<file path="config.mk">
export PLATFORM = sky130hd
export DESIGN_NAME = uart_tx_arbiter
export DESIGN_NICKNAME = d
export VERILOG_FILES = /design/src/rtl/uart_tx_arbiter.sv
export SDC_FILE = /design/constraint.sdc
export NUM_CORES = 1
export LEC_CHECK = 0
export CORE_UTILIZATION = 40
export CTS_CLUSTER_DIAMETER = 120
export DETAILED_ROUTE_END_ITERATION = 6
export PLACE_DENSITY = 0.74
export SLEW_MARGIN = 10
export SYNTH_ARGS = -nofsm -noshare
export SYNTH_HDL_FRONTEND = slang
export SYNTH_SLANG_ARGS = --single-unit
</file>
<file path="constraint.sdc">
create_clock -name clk -period 2.45 [get_ports clk]
set_input_delay 0.245 -clock clk [delete_from_list [all_inputs] [get_ports clk]]
set_output_delay 0.245 -clock clk [all_outputs]
set_load 0.005 [all_outputs]
</file>
<file path="src/rtl/uart_tx_arbiter.sv">
// Two-requester round-robin arbiter in front of a single UART transmitter.
// Hands one byte at a time to the transmitter and aborts a transfer if tx_done never arrives.
module uart_tx_arbiter #(
    parameter int unsigned TIMEOUT_CYCLES = 200000
) (
    input  logic       clk,
    input  logic       rst,
    input  logic       req0_valid,
    input  logic [7:0] req0_byte,
    output logic       req0_ready,
    input  logic       req1_valid,
    input  logic [7:0] req1_byte,
    output logic       req1_ready,
    output logic       tx_dv,
    output logic [7:0] tx_byte,
    input  logic       tx_ready,
    input  logic       tx_done,
    output logic       grant,
    output logic [1:0] state_out,
    output logic       timeout_err
);

    localparam int unsigned CNT_W = (TIMEOUT_CYCLES < 32'd1) ? 1 : $clog2(TIMEOUT_CYCLES + 32'd1);
    localparam logic [CNT_W-1:0] CNT_LAST = CNT_W'(TIMEOUT_CYCLES - 32'd1);
    localparam logic [CNT_W-1:0] CNT_ONE  = CNT_W'(1'b1);
    localparam logic [CNT_W-1:0] CNT_ZERO = CNT_W'(1'b0);

    typedef enum logic [1:0] {
        ST_IDLE = 2'b00,
        ST_SEND = 2'b01,
        ST_WAIT = 2'b10,
        ST_BAD  = 2'b11
    } state_t;

    state_t           state_r;
    state_t           state_nxt_s;
    logic [CNT_W-1:0] cnt_r;
    logic [CNT_W-1:0] cnt_nxt_s;
    logic             timeout_s;
    logic             win_s;
    logic             offer_s;
    logic [7:0]       win_byte_s;
    logic [7:0]       tx_byte_r;
    logic             tx_dv_r;
    logic             grant_r;
    logic             last_grant_r;
    logic             timeout_err_r;

    // Arbitration: pick the winner and raise its ready only while idle, out of reset and tx is free.
    always_comb begin
        win_s = 1'b0;
        if (req0_valid && req1_valid) begin
            win_s = ~last_grant_r;
        end else if (req1_valid) begin
            win_s = 1'b1;
        end else begin
            win_s = 1'b0;
        end
        offer_s    = (state_r == ST_IDLE) && tx_ready && (req0_valid || req1_valid) && !rst;
        req0_ready = offer_s && !win_s;
        req1_ready = offer_s && win_s;
        win_byte_s = win_s ? req1_byte : req0_byte;
    end

    // Next-state and timeout counter logic; the unused encoding falls back to IDLE.
    always_comb begin
        state_nxt_s = state_r;
        cnt_nxt_s   = cnt_r;
        timeout_s   = 1'b0;
        case (state_r)
            ST_IDLE: begin
                if (offer_s) begin
                    state_nxt_s = ST_SEND;
                end else begin
                    state_nxt_s = ST_IDLE;
                end
            end
            ST_SEND: begin
                state_nxt_s = ST_WAIT;
                cnt_nxt_s   = CNT_ZERO;
            end
            ST_WAIT: begin
                if (tx_done) begin
                    state_nxt_s = ST_IDLE;
                    cnt_nxt_s   = CNT_ZERO;
                end else if (cnt_r == CNT_LAST) begin
                    // TIMEOUT_CYCLES cycles spent in WAIT: give up on this frame.
                    state_nxt_s = ST_IDLE;
                    cnt_nxt_s   = CNT_ZERO;
                    timeout_s   = 1'b1;
                end else begin
                    state_nxt_s = ST_WAIT;
                    cnt_nxt_s   = cnt_r + CNT_ONE;
                end
            end
            default: begin
                state_nxt_s = ST_IDLE;
                cnt_nxt_s   = CNT_ZERO;
            end
        endcase
    end

    // Control state: FSM, timeout counter and sticky error flag.
    always_ff @(posedge clk or posedge rst) begin
        if (rst) begin
            state_r       <= ST_IDLE;
            cnt_r         <= CNT_ZERO;
            timeout_err_r <= 1'b0;
        end else begin
            state_r <= state_nxt_s;
            cnt_r   <= cnt_nxt_s;
            if (timeout_s) begin
                timeout_err_r <= 1'b1;
            end
        end
    end

    // Datapath: capture the accepted byte and owner; tx_dv is high exactly in the SEND cycle.
    always_ff @(posedge clk or posedge rst) begin
        if (rst) begin
            tx_byte_r    <= 8'h00;
            tx_dv_r      <= 1'b0;
            grant_r      <= 1'b0;
            last_grant_r <= 1'b1;
        end else begin
            tx_dv_r <= offer_s;
            if (offer_s) begin
                tx_byte_r    <= win_byte_s;
                grant_r      <= win_s;
                last_grant_r <= win_s;
            end
        end
    end

    assign tx_dv       = tx_dv_r;
    assign tx_byte     = tx_byte_r;
    assign grant       = grant_r;
    assign state_out   = state_r;
    assign timeout_err = timeout_err_r;

endmodule
</file>
==> qor.yml <==
run_status: "finished, final reports clean"
ys_warn_count: 0
diodes: 0
powerDensity_nw_per_um2: 652
nets: 225
netlist_area_um2: 1500
finalClockSkew_ns: 0.00807
slew_viol_final: 0
clkTransAtPathRegs_ns: 0.07
avgViaCountPerCell: 5.14
syn-num-nets: 180
maxCapViolCount: 0
coreArea_um2: 3470
synthTopCellsByArea: "dfrtp_1 (52%), nor2_1 (5.3%), xnor2_1 (5.3%)"
grt_overflow: 0
ir_drop_uv: 356
cts_resized: 0
critPathKind: "reg -> out"
synth.largest_area_cell: "dfrtp_1"
wl_mm: 3.21
root_buffer: "clkbuf_8"
wire_per_inst_um: 12.9
synth_flop_cell: "dfrtp_1"
final_layout_size_suffix_gt1_frac: 0.0739
utilization: 0.585
critPathLaunchType: "flop"
worst_pin_slew_ns: 0.577
die_area_um2: 4000
post-route-min-period_ns: 2.24
cts_tree: "done"
ant_nets: 0
ys_types: 31
max-clock-path-buffers: 2
ys_seq_elements: 32
syn2layout_area_growth_pct: 35.3
cts_sinks: 32
multi_input_area_um2: 622
critPathMaxFanout: 9
min_path_type: "in -> async"
post_cts_buffers: 0
place_ws_ns: 0.360
ioPinCount: 37
cts_buffers: 5
required_ns: 2.20
grt_pass1_wl_mm: 5.74
dp.final_hpwl_mm: 2.32
fin_tns_setup_ns: 0
hold-worst-slack_ns: 0.421
setup_slack_ns: 0.210
slew_headroom: 0.612
synth_top_area_frac: 0.517
holdBufCountCts: 0
rows: 21
antenna_found_initial: 0
cp.arrival_ns: 1.99
finalSetupViolCount: 0
drt_iter0_markers: 110
synthCells: 157
cp-end-kind: "primary output"
hold_viol_final: 0
drtPass1Iterations: 4
port_buffers: 36
route.detailed.drc: 0
vias: 1280
clock_latency_ns: 0.29
fp.dieW_um: 63.2
synth_edf_count: 0
max_freq_mhz: 446
ctsHtreeMaxLevel: 2
start_util: 0.433
grt_pass1_vias: 1253
grt_max_degree: 33
die_y_um: 63.2
syn_avg_cell_area_um2: 9.56
rsz0062_at_grt: "false"
grt_usage: 0.186
place.gp.congestion: 0.780
seq_area_um2: 802
synth_async_sr_flop_share: 1.00
fillCellCount: 319
finalCritPeriodShare: 0.914
power_leakage_nw: 0.915
ys_seq_area_frac: 0.535
[layout make-up]
type,count,area share
Clock buffer,8,0.0444
Sequential cell,32,0.395
Multi-Input combinational cell,106,0.306
Timing Repair Buffer,41,0.196
Inverter,16,0.0296
Tap cell,46,0.0284
[cell usage in the layout, fill, tap and decap left out, types with 4 or more instances in the layout]
cell type,count
clkdlybuf4s50_1,36
dfrtp_1,31
nor2_1,21
inv_1,16
o21ai_0,14
nand2_1,10
xnor2_1,9
a22oi_1,8
nand3_1,7
clkbuf_8,6
nor3_1,5
buf_4,5
a21o_1,4
nand4_1,4
[power breakdown]
part           total, mW  leakage (nW)  switching, mW  internal, mW
clock              0.415        0.0455          0.186         0.229
sequential         0.636         0.426         0.0432         0.592
combinational      0.273         0.444          0.104         0.168
total               1.32         0.915          0.334         0.989
[flip-flops by register name (all words and copies together), names as in the netlist]
register,flops
cnt_r,18
tx_byte,8
state_out,2
grant,1
last_grant_r,1
timeout_err,1
tx_dv,1
[final timing paths]
check / from / end / slack, ns / depth (start not counted)
worst max register to register: cnt_r[6] / cnt_r[8] / 0.55 / 5
worst min-delay path: rst / cnt_r[1] / 0.42 / 3
max in group asynchronous: rst / last_grant_r / 1.71 / 3
worst max-delay path: state_out[1] / req0_ready / 0.21 / 7
worst min register to register: timeout_err / timeout_err / 0.46 / 1
min in group clk: timeout_err / timeout_err / 0.46 / 1
[worst max-delay path, cell delays in order, from the launching register on]
cell	delay, ns
dfrtp_1	0.42
nor2_1	0.16
and3_1	0.19
o21ai_0	0.11
inv_1	0.08
nand2_1	0.15
inv_1	0.09
clkdlybuf4s50_1	0.49
[Yosys cell counts, types with 3 or more instances]
cell type	instances
xnor2_1	9
and3_1	3
nor2_1	21
nor3_1	5
dfrtp_1	31
a21o_1	4
inv_1	16
nand2_1	10
xor2_1	3
a22oi_1	8
nor4_1	3
nand2b_1	3
nand4_1	4
o21ai_0	14
nand3_1	7
[through the flow]
| step | instance area, um2 | std cells | total power [mW] |
|---|---|---|---|
| after floorplan | 1500 | 157 | 0.742 |
| after detailed placement | 1940 | 241 | 0.917 |
| after CTS | 2030 | 249 | 1.34 |
| after global placement | 1940 | 241 | 0.909 |
| final | 2030 | 249 | 1.32 |
| after global routing | 2030 | 249 | 1.39 |
[logic make-up after synthesis]
group           synth area share
flops                      0.535
buf+inv                   0.0509
simple gates               0.194
fa+ha+maj                0.00834
compound gates             0.142
xor+xnor                  0.0701
[per-layer routing]
metal / up-vias / global-route usage / part of all wire
li1: 625 / - / -
met3: 8 / 0.0670 / 0.064
met1: 606 / 0.227 / 0.44
met4: 0 / 0.0852 / 0.021
met2: 41 / 0.292 / 0.48
met5: - / 0 / 0
Note: power is estimated with default switching activity, not from simulation.
